===== src/rtl/word_packer.sv =====
// word_packer: packs 32-bit words into 128-bit beats behind a 2-entry output FIFO.
// Optional per-byte even parity on the output beat is enabled by WORD_PACKER_PARITY_EN.
module word_packer #(
  parameter int IN_W  = 32,
  parameter int WORDS = 4,
  parameter int DEPTH = 2
) (
  input  logic                      clk,
  input  logic                      rst,
  input  logic                      in_valid,
  output logic                      in_ready,
  input  logic [IN_W-1:0]           in_data,
  input  logic                      in_last,
  output logic                      out_valid,
  input  logic                      out_ready,
  output logic [IN_W*WORDS-1:0]     out_data,
  output logic [WORDS-1:0]          out_keep,
  output logic                      out_last
`ifdef WORD_PACKER_PARITY_EN
  ,
  output logic [IN_W*WORDS/8-1:0]   out_parity
`endif
);

  localparam int OUT_W = IN_W * WORDS;
  localparam int PTR_W = (DEPTH > 1) ? $clog2(DEPTH) : 1;
  localparam int CNT_W = $clog2(DEPTH + 1);

  typedef enum logic [1:0] {
    FILL0 = 2'd0,
    FILL1 = 2'd1,
    FILL2 = 2'd2,
    FILL3 = 2'd3
  } state_e;

`ifdef WORD_PACKER_PARITY_EN
  localparam int PAR_W = OUT_W / 8;

  function automatic logic [PAR_W-1:0] byte_parity(input logic [OUT_W-1:0] d);
    logic [PAR_W-1:0] p;
    p = '0;
    for (int k = 0; k < PAR_W; k++) begin
      p[k] = ^d[8*k +: 8];
    end
    return p;
  endfunction
`endif

  state_e               state_q, state_d;
  logic [OUT_W-1:0]     asm_q, asm_d;
  logic [WORDS-1:0]     keep_q, keep_d;

  logic [OUT_W-1:0]     mem_data_q [DEPTH];
  logic [WORDS-1:0]     mem_keep_q [DEPTH];
  logic                 mem_last_q [DEPTH];
  logic [PTR_W-1:0]     wr_ptr_q, wr_ptr_d;
  logic [PTR_W-1:0]     rd_ptr_q, rd_ptr_d;
  logic [CNT_W-1:0]     count_q, count_d;

  logic                 in_ready_q, in_ready_d;
  logic                 out_valid_q, out_valid_d;
  logic [OUT_W-1:0]     out_data_q, out_data_d;
  logic [WORDS-1:0]     out_keep_q, out_keep_d;
  logic                 out_last_q, out_last_d;

  logic                 in_fire_s;
  logic                 close_s;
  logic                 push_s;
  logic                 pop_s;
  logic                 fwd_s;
  logic [OUT_W-1:0]     beat_data_s;
  logic [WORDS-1:0]     beat_keep_s;

`ifdef WORD_PACKER_PARITY_EN
  logic [PAR_W-1:0]     mem_par_q [DEPTH];
  logic [PAR_W-1:0]     beat_par_s;
  logic [PAR_W-1:0]     out_par_q, out_par_d;
`endif

  assign in_fire_s = in_valid && in_ready_q;

  // Word-index state register
  always_ff @(posedge clk or posedge rst) begin
    if (rst) begin
      state_q <= FILL0;
    end else begin
      state_q <= state_d;
    end
  end

  // Word-index next state: advance per accepted word, in_last returns to FILL0
  always_comb begin
    state_d = state_q;
    if (in_fire_s) begin
      if (in_last) begin
        state_d = FILL0;
      end else begin
        case (state_q)
          FILL0:   state_d = FILL1;
          FILL1:   state_d = FILL2;
          FILL2:   state_d = FILL3;
          FILL3:   state_d = FILL0;
          default: state_d = FILL0;
        endcase
      end
    end else begin
      state_d = state_q;
    end
  end

  // FSM outputs: beat with the incoming word merged at the current index
  always_comb begin
    beat_data_s = asm_q;
    beat_keep_s = keep_q;
    for (int i = 0; i < WORDS; i++) begin
      if (int'(state_q) == i) begin
        beat_data_s[i*IN_W +: IN_W] = in_data;
        beat_keep_s[i]              = 1'b1;
      end else begin
        beat_data_s[i*IN_W +: IN_W] = asm_q[i*IN_W +: IN_W];
        beat_keep_s[i]              = keep_q[i];
      end
    end
    close_s = in_fire_s && (in_last || (state_q == FILL3));
  end

`ifdef WORD_PACKER_PARITY_EN
  assign beat_par_s = byte_parity(beat_data_s);
`endif

  // Assembly register next state: cleared when the beat closes
  always_comb begin
    asm_d  = asm_q;
    keep_d = keep_q;
    if (close_s) begin
      asm_d  = '0;
      keep_d = '0;
    end else if (in_fire_s) begin
      asm_d  = beat_data_s;
      keep_d = beat_keep_s;
    end else begin
      asm_d  = asm_q;
      keep_d = keep_q;
    end
  end

  // FIFO pointer/count next state and registered handshake outputs
  always_comb begin
    push_s   = close_s;
    pop_s    = (count_q != CNT_W'(0)) && out_ready;
    wr_ptr_d = push_s ? (wr_ptr_q + PTR_W'(1)) : wr_ptr_q;
    rd_ptr_d = pop_s  ? (rd_ptr_q + PTR_W'(1)) : rd_ptr_q;
    case ({push_s, pop_s})
      2'b10:   count_d = count_q + CNT_W'(1);
      2'b01:   count_d = count_q - CNT_W'(1);
      default: count_d = count_q;
    endcase
    in_ready_d  = (count_d != CNT_W'(DEPTH));
    out_valid_d = (count_d != CNT_W'(0));
    // A push landing where the next read pointer points becomes the head directly
    fwd_s = push_s && (wr_ptr_q == rd_ptr_d);
  end

  // Next head contents for the output registers
  always_comb begin
    out_data_d = '0;
    out_keep_d = '0;
    out_last_d = 1'b0;
`ifdef WORD_PACKER_PARITY_EN
    out_par_d  = '0;
`endif
    if (!out_valid_d) begin
      out_data_d = '0;
      out_keep_d = '0;
      out_last_d = 1'b0;
    end else if (fwd_s) begin
      out_data_d = beat_data_s;
      out_keep_d = beat_keep_s;
      out_last_d = in_last;
`ifdef WORD_PACKER_PARITY_EN
      out_par_d  = beat_par_s;
`endif
    end else begin
      out_data_d = mem_data_q[rd_ptr_d];
      out_keep_d = mem_keep_q[rd_ptr_d];
      out_last_d = mem_last_q[rd_ptr_d];
`ifdef WORD_PACKER_PARITY_EN
      out_par_d  = mem_par_q[rd_ptr_d];
`endif
    end
  end

  // Assembly, FIFO control and output registers
  always_ff @(posedge clk or posedge rst) begin
    if (rst) begin
      asm_q       <= '0;
      keep_q      <= '0;
      wr_ptr_q    <= '0;
      rd_ptr_q    <= '0;
      count_q     <= '0;
      in_ready_q  <= 1'b0;
      out_valid_q <= 1'b0;
      out_data_q  <= '0;
      out_keep_q  <= '0;
      out_last_q  <= 1'b0;
`ifdef WORD_PACKER_PARITY_EN
      out_par_q   <= '0;
`endif
    end else begin
      asm_q       <= asm_d;
      keep_q      <= keep_d;
      wr_ptr_q    <= wr_ptr_d;
      rd_ptr_q    <= rd_ptr_d;
      count_q     <= count_d;
      in_ready_q  <= in_ready_d;
      out_valid_q <= out_valid_d;
      out_data_q  <= out_data_d;
      out_keep_q  <= out_keep_d;
      out_last_q  <= out_last_d;
`ifdef WORD_PACKER_PARITY_EN
      out_par_q   <= out_par_d;
`endif
    end
  end

  // FIFO storage, written at the closing word
  always_ff @(posedge clk or posedge rst) begin
    if (rst) begin
      for (int e = 0; e < DEPTH; e++) begin
        mem_data_q[e] <= '0;
        mem_keep_q[e] <= '0;
        mem_last_q[e] <= 1'b0;
`ifdef WORD_PACKER_PARITY_EN
        mem_par_q[e]  <= '0;
`endif
      end
    end else if (push_s) begin
      mem_data_q[wr_ptr_q] <= beat_data_s;
      mem_keep_q[wr_ptr_q] <= beat_keep_s;
      mem_last_q[wr_ptr_q] <= in_last;
`ifdef WORD_PACKER_PARITY_EN
      mem_par_q[wr_ptr_q]  <= beat_par_s;
`endif
    end
  end

  assign in_ready  = in_ready_q;
  assign out_valid = out_valid_q;
  assign out_data  = out_data_q;
  assign out_keep  = out_keep_q;
  assign out_last  = out_last_q;
`ifdef WORD_PACKER_PARITY_EN
  assign out_parity = out_par_q;
`endif

endmodule


===== config.mk =====
export PLATFORM = sky130hd
export DESIGN_NAME = word_packer
export DESIGN_NICKNAME = d
export VERILOG_FILES = /design/src/rtl/word_packer.sv
export SDC_FILE = /design/constraint.sdc
export NUM_CORES = 1
export LEC_CHECK = 0
export CORE_MARGIN = 2
export CORE_UTILIZATION = 53
export DETAILED_ROUTE_END_ITERATION = 12
export MAX_ROUTING_LAYER = met4
export PLACE_DENSITY = 0.76
export SYNTH_ARGS = -nofsm -noshare
export SYNTH_HDL_FRONTEND = slang
export SYNTH_SLANG_ARGS = --single-unit

===== constraint.sdc =====
create_clock -name clk -period 21.7 [get_ports clk]
set_input_delay 6.51 -clock clk [delete_from_list [all_inputs] [get_ports clk]]
set_output_delay 6.51 -clock clk [all_outputs]
set_load 0.02 [all_outputs]

==> metrics.md, run 1 <==
| Metric | Value |
|---|---|
| Status | `completed` |
| DPL Wire Length | `~36000 um` |
| Achievable Freq | `0.0989 GHz` |
| Min Clock Period, post-route | `between 10000 and 15000 ps` |
| WP data arrival | `10620 ps` |
| Placer Congestion | `approximately 0.81` |
| Syn Inst Count | `between 2000 and 2500` |
| Max-slew headroom | `roughly an eighth` |
| Largest net degree at the start of global routing | `223` |
| Routed wire length | `64200 um` |
| Die Footprint | `44100 um^2` |
| CTS tree | `built` |
| Clock H-tree levels | `2` |
| Clock skew | `8.07 ps` |
| Setup CP Type | `in -> reg` |
| Vias post-DR | `17500` |
| Synthesized Nets | `~2300` |
| Initial DRC count | `1853` |
| Antenna diode count | `0` |
| Crit path required time | `about 22000 ps` |
| Post-CTS Setup Bufs | `0` |
| Final worst setup slack | `around 12000 ps` |
| Cell family with most CP delay | `buffers and inverters` |
| Pleak | `about 0.012 uW` |
| Setup WS pre-CTS | `11130 ps` |
| GRT Overall Usage | `a little under a third` |
| Vias in the first global route | `17400` |
| Synth area leader | `dfrtp_1` |
| Post-route insts no fill | `slightly below 3000` |
| R2R Setup Slk | `between 15000 and 20000 ps` |
| # setup viols final | `0` |
| Max incr delay on CP | `just under 1000 ps` |
| Final period util | `between 40% and 50%` |
| Most frequent CP cell | `buf_4` |
| Drt wl/cell | `21.9 um` |
| FF+latch count, synth | `539` |
| First-pass detailed-route iteration total | `6` |
| Global-route wire length before repair | `~100000 um` |
| Post-route antenna net violation count | `0` |
| Post-synth top cells | `dfrtp_1 (539), nand2_1 (498), o21ai_0 (229)` |
| Worst min path class | `reg -> reg` |
| Root Buffer | `clkbuf_16` |
| Critical Path Fanout Max | `95` |
| Syn Area/Cell | `approximately 9.8 um^2` |
| Ys async rst share | `100%` |
| Post-synthesis sequential area ratio | `about three fifths` |
| Crit path buffers/inverters | `5` |
| Final hold slack | `478 ps` |
| Port Buffer Count | `roughly 170` |
| Ratio of cells with drive above 1 in the final layout | `5.32%` |
| Clk buf depth | `3` |
| Maxcap violations | `0` |
| Final Max Slew Viols | `0` |
| Netlist cell types | `31` |
| Number of flops mapped to enable cells by yosys | `0` |
| Row Count | `between 70 and 80` |
| Largest cells by area after synthesis | `dfrtp_1 (60%), nand2_1 (8.3%), mux2i_1 (5.7%)` |
| FILL cells | `3224` |
| Clock-pin slew on the worst setup and hold paths | `~60 ps` |
| CP Capture Type | `flop` |
| Cell with the most instances after synthesis | `dfrtp_1` |
| Num CTS Buffers | `55` |
| Number of gates resized after cts | `0` |
| Initial antenna violation count | `0` |
| Yosys Warn Count | `0` |
| Worst vdd ir | `~0.15 mV` |
| Synthesized cell area | `around 22000 um^2` |
| Pwr dens | `roughly 170 nW/um^2` |
| DR vias/cell | `approximately 6.0` |
| I/O Pins | `about 170` |
| CP Cell Sequence | `clkdlybuf4s50_1 > o211a_1 > inv_6 > ha_1 > xor2_1 > a22o_1 > buf_4 > clkinv_2 > buf_4 > o31ai_1 > a31oi_1` |
| TNS Setup | `0 ps` |
| Die height | `between 200 and 250 um` |
| Fin. Hold Viols | `0` |
| Die Wd | `210 um` |
| RSZ-0062 raised after global routing | `no` |
| Slowest CP cell | `buf_4` |
| Final Util | `62.7%` |
| Sink Count | `539` |
| Synth-to-layout area growth | `16.9%` |
| Final global-route overflow total | `0` |
| DR DRC count | `0` |
| Synth top area share | `about 60%` |
| Cts-stage hold buffer count | `0` |
| Clk_lat worst skew | `approximately 600 ps` |
| Dpl cells | `~2800` |
| Type of origin of the critical path | `primary input` |
| Final net count | `around 2400` |
| Actual slew at the worst max-slew pin | `1310 ps` |
| Core box area | `41900 um^2` |
| Starting Density | `53.6%` |
| Ys flop type | `dfrtp_1` |
-- routing by layer --
| layer | vias to the layer above | track usage (%) | wire length, um |
|---|---|---|---|
| li1 | 7849 | - | - |
| met1 | 8744 | 40.1 | 26500 |
| met2 | 760 | 47.4 | 30200 |
| met3 | 138 | 5.51 | 5180 |
| met4 | 0 | 11.9 | 2320 |
| met5 | - | - | 0 |
-- where the power goes --
part	switching, uW	internal (uW)	total, uW
registers	212	1400	1610
logic	1240	636	1870
clock network	387	591	978
-- metrics by stage --
| stage | instance area (um^2) | total power, uW |
|---|---|---|
| finish | 26300 | 4460 |
| global route | 26300 | 4720 |
| CTS | 26300 | 4450 |
| detailed placement | 24400 | 3460 |
| global placement | 24400 | 3380 |
| floorplan | 22500 | 2810 |
-- kinds of logic after synthesis --
kind of cell | count (synthesis) | synth area share [%]
mux | 130 | 5.80
fa+ha+maj | 6 | 0.334
xor+xnor | 8 | 0.378
compound gates | 597 | 15.6
flops | 539 | 60.0
buf+inv | 288 | 4.98
simple gates | 716 | 13.0
-- registers in the layout, indices dropped and copies added (netlist names), 2 cells and up --
| signal | count |
|---|---|
| out_data | 128 |
| mem_data_q | 256 |
| count_q | 2 |
| mem_last_q | 2 |
| asm_q | 128 |
| out_keep | 4 |
| mem_keep_q | 8 |
| keep_q | 4 |
| state_q | 2 |
-- final timing paths --
| path | start | endpoint | cells past startpoint |
|---|---|---|---|
| worst max-delay path | in_last | out_data[48] | 11 |
| worst min-delay path | asm_q[6] | asm_q[6] | 2 |
| worst max register to register | state_q[0] | out_data[48] | 12 |
| worst min register to register | asm_q[6] | asm_q[6] | 2 |
| max in group asynchronous | rst | out_data[70] | 5 |
| min in group asynchronous | rst | out_data[112] | 2 |
-- cells in the final DEF, fill, tap and decap left out, types with 3 or more instances in the layout --
cell type,synthesis,final
clkbuf_16,0,57
nor3b_1,32,32
nor2_1,143,142
a31oi_1,99,99
clkdlybuf4s50_1,0,171
and2_1,33,33
bufinv_16,0,4
clkbuf_1,129,9
xnor2_1,3,3
a21oi_1,132,132
dfrtp_1,539,539
clkbuf_8,0,20
nor4_1,4,4
xor2_1,3,3
o21ai_0,229,229
nand2_1,498,496
a311oi_1,37,37
mux2i_1,128,128
clkinv_2,0,8
ha_2,0,4
buf_4,0,19
o31ai_1,97,97
inv_1,100,99
-- worst min-delay path, cell delays in order (launching register included) --
cell,delay (ps)
dfrtp_1,340
nand2_1,40
o21ai_0,60
-- area by class of cell --
class                   instances  area, um^2  area share [%]
clock buffers                  86        1740            6.60
clock inverters                11         155           0.590
inverters                     103         403            1.53
multi-input cells            1457        7950            30.2
flip-flops and latches        539       13500            51.3
well taps                     539         674            2.56
repair buffers                192        1890            7.20
Power figures use the tool's default switching activity.
==> run 2: changes to the inputs <==
==> constraint.sdc (replaced) <==
create_clock -name clk -period 9.2 [get_ports clk]
set_input_delay 2.76 -clock clk [delete_from_list [all_inputs] [get_ports clk]]
set_output_delay 2.76 -clock clk [all_outputs]
set_load 0.02 [all_outputs]
==> metrics.md, run 2 (same netlist as run 1, synthesis figures left out) <==
| Metric | Value |
|---|---|
| Worst min path class | `reg -> reg (unchanged)` |
| FILL cells | `3261 (was 3224)` |
| TNS Setup | `0 ps (unchanged)` |
| Most frequent cells in the layout | `dfrtp_1 (539), nand2_1 (496), o21ai_0 (229) (unchanged)` |
| Synth-to-layout area growth | `16.5% (was 16.9%)` |
| Clk buf depth | `3 (unchanged)` |
| First-pass detailed-route iteration total | `6 (unchanged)` |
| Type of origin of the critical path | `primary input (unchanged)` |
| DPL Wire Length | `36200 um (was 35700 um)` |
| Cts-stage hold buffer count | `0 (unchanged)` |
| Status | `completed (unchanged)` |
| Vias post-DR | `17500 (about the same)` |
| Critical Path Fanout Max | `78 (was 95)` |
| Largest net degree at the start of global routing | `227 (was 223)` |
| Min Clock Period, post-route | `6450 ps` |
| Placer Congestion | `0.842 (was 0.813)` |
| DR DRC count | `0 (unchanged)` |
| RSZ-0062 raised after global routing | `no (unchanged)` |
| Die Wd | `210 um (unchanged)` |
| Sink Count | `539 (unchanged)` |
| Most common cell after layout, fill and taps aside | `dfrtp_1 (unchanged)` |
| Worst vdd ir | `0.493 mV (was 0.153 mV)` |
| I/O Pins | `172 (unchanged)` |
| Starting Density | `53.6% (unchanged)` |
| Clk_lat worst skew | `580 ps (was 600 ps)` |
| R2R Setup Slk | `4500 ps (was 16990 ps)` |
| Max-slew headroom | `17.6% (was 12.5%)` |
| Routed wire length | `63900 um (was 64200 um)` |
| WP data arrival | `6850 ps (was 10620 ps)` |
| Post-route antenna net violation count | `0 (unchanged)` |
| Die Footprint | `44100 um^2 (unchanged)` |
| CP Capture Type | `flop (unchanged)` |
| Final Max Slew Viols | `0 (unchanged)` |
| Maxcap violations | `0 (unchanged)` |
| Achievable Freq | `between 0.15 and 0.2 GHz` |
| Port Buffer Count | `171 (unchanged)` |
| Number of gates resized after cts | `0 (unchanged)` |
| Final net count | `2393 (was 2391)` |
| Core box area | `41900 um^2 (unchanged)` |
| Initial antenna violation count | `2 (was 0)` |
| Crit. Startpoint | `in_last (unchanged)` |
| CTS tree | `built (unchanged)` |
| Row Count | `75 (unchanged)` |
| Clock skew | `24.3 ps (was 8.07 ps)` |
| Fin. Hold Viols | `0 (unchanged)` |
| Num CTS Buffers | `52 (was 55)` |
| Setup CP Type | `in -> reg (unchanged)` |
| Clock H-tree levels | `2 (unchanged)` |
| Root Buffer | `clkbuf_16 (unchanged)` |
| Top reg by flops | `mem_data_q (unchanged)` |
| Global-route wire length before repair | `99300 um (was 99800 um)` |
| Die height | `210 um (unchanged)` |
| RR Startpoint | `state_q[0] (unchanged)` |
| GRT Overall Usage | `30.2% (was 30.4%)` |
| Final hold slack | `477 ps (was 478 ps)` |
| Crit path required time | `9600 ps (was 22210 ps)` |
| Ratio of cells with drive above 1 in the final layout | `5.36% (was 5.32%)` |
| Actual slew at the worst max-slew pin | `1240 ps (was 1310 ps)` |
| End of the critical path | `out_data[25] (was out_data[48])` |
| # setup viols final | `0 (unchanged)` |
| DR vias/cell | `5.98 (about the same)` |
| Reg2reg path depth | `11 (was 12)` |
| Initial DRC count | `1771 (was 1853)` |
| Final Util | `62.5% (was 62.7%)` |
| Final period util | `70.1%` |
| Post-CTS Setup Bufs | `0 (unchanged)` |
| Pwr dens | `395 nW/um^2 (was 170 nW/um^2)` |
| Final global-route overflow total | `0 (unchanged)` |
| Reg-to-Reg End | `out_data[25] (was out_data[48])` |
| Drt wl/cell | `21.8 um (was 21.9 um)` |
| Pleak | `0.0120 uW (about the same)` |
| Clock-pin slew on the worst setup and hold paths | `60 ps (about the same)` |
| Vias in the first global route | `17400 (about the same)` |
| Max reg flops | `256 (unchanged)` |
run 2: changes by cell type in the layout (fill, tap and decap cells not counted), moves of 2 or more:
cell,previous run,this run
buf_4,19,22
clkbuf_16,57,53
clkinvlp_4,0,3
diode_2,0,4
buf_12,2,4
clkinv_2,8,13
clkbuf_8,20,13
run 2: worst max-delay path: stages:
cell and delay (ps):
clkdlybuf4s50_1 520, o211a_1 400, inv_4 740, ha_1 420, nor2b_1 130, a22o_1 170, clkinv_2 750, buf_4 630
o31ai_1 160, a31oi_1 80
run 2: metal layers:
layer  global-route usage, %  up-vias  routed length (um)
li1                        -     7848                   -
met5                       -        -                   0
met3                    6.27      150                5490
met4                    15.1        0                2850
met2                    44.9      760               29500
met1                    39.8     8783               26000
run 2: worst min-delay path by stage:
stage | start | end | cells after the start
floorplan | asm_q[0] | asm_q[0] | 2
global placement | asm_q[64] | asm_q[64] | 2
detailed placement | asm_q[45] | asm_q[45] | 2
CTS | asm_q[14] | asm_q[14] | 2
global route | asm_q[114] | asm_q[114] | 1
finish | asm_q[13] | asm_q[13] | 2
run 2: layout make-up:
type | count | area, um^2 | share of cell area, %
sequential | 539 | 13500 | 51.5
multi-input combinational | 1457 | 7950 | 30.3
timing repair buffer | 197 | 1960 | 7.47
clock buffer | 74 | 1540 | 5.86
tap | 539 | 674 | 2.57
inverter | 103 | 397 | 1.51
clock inverter | 18 | 195 | 0.745
antenna | 4 | 10.0 | 0.0382
run 2: power breakdown:
group / internal, uW / switching, uW
logic: 1500 / 2910
registers: 3300 / 498
clock network: 1270 / 891
total: 6060 / 4300
run 2: through the flow:
step                      area (um^2)  cells  total power, uW  setup slack [ps]
after floorplan                 22500   2284             6620              -890
after global placement          24500   2835             7980              2300
after detailed placement        24500   2835             8170              2230
after CTS                       26200   2927            10300              2790
after global routing            26200   2929            11000              2550
final                           26200   2931            10400              2750
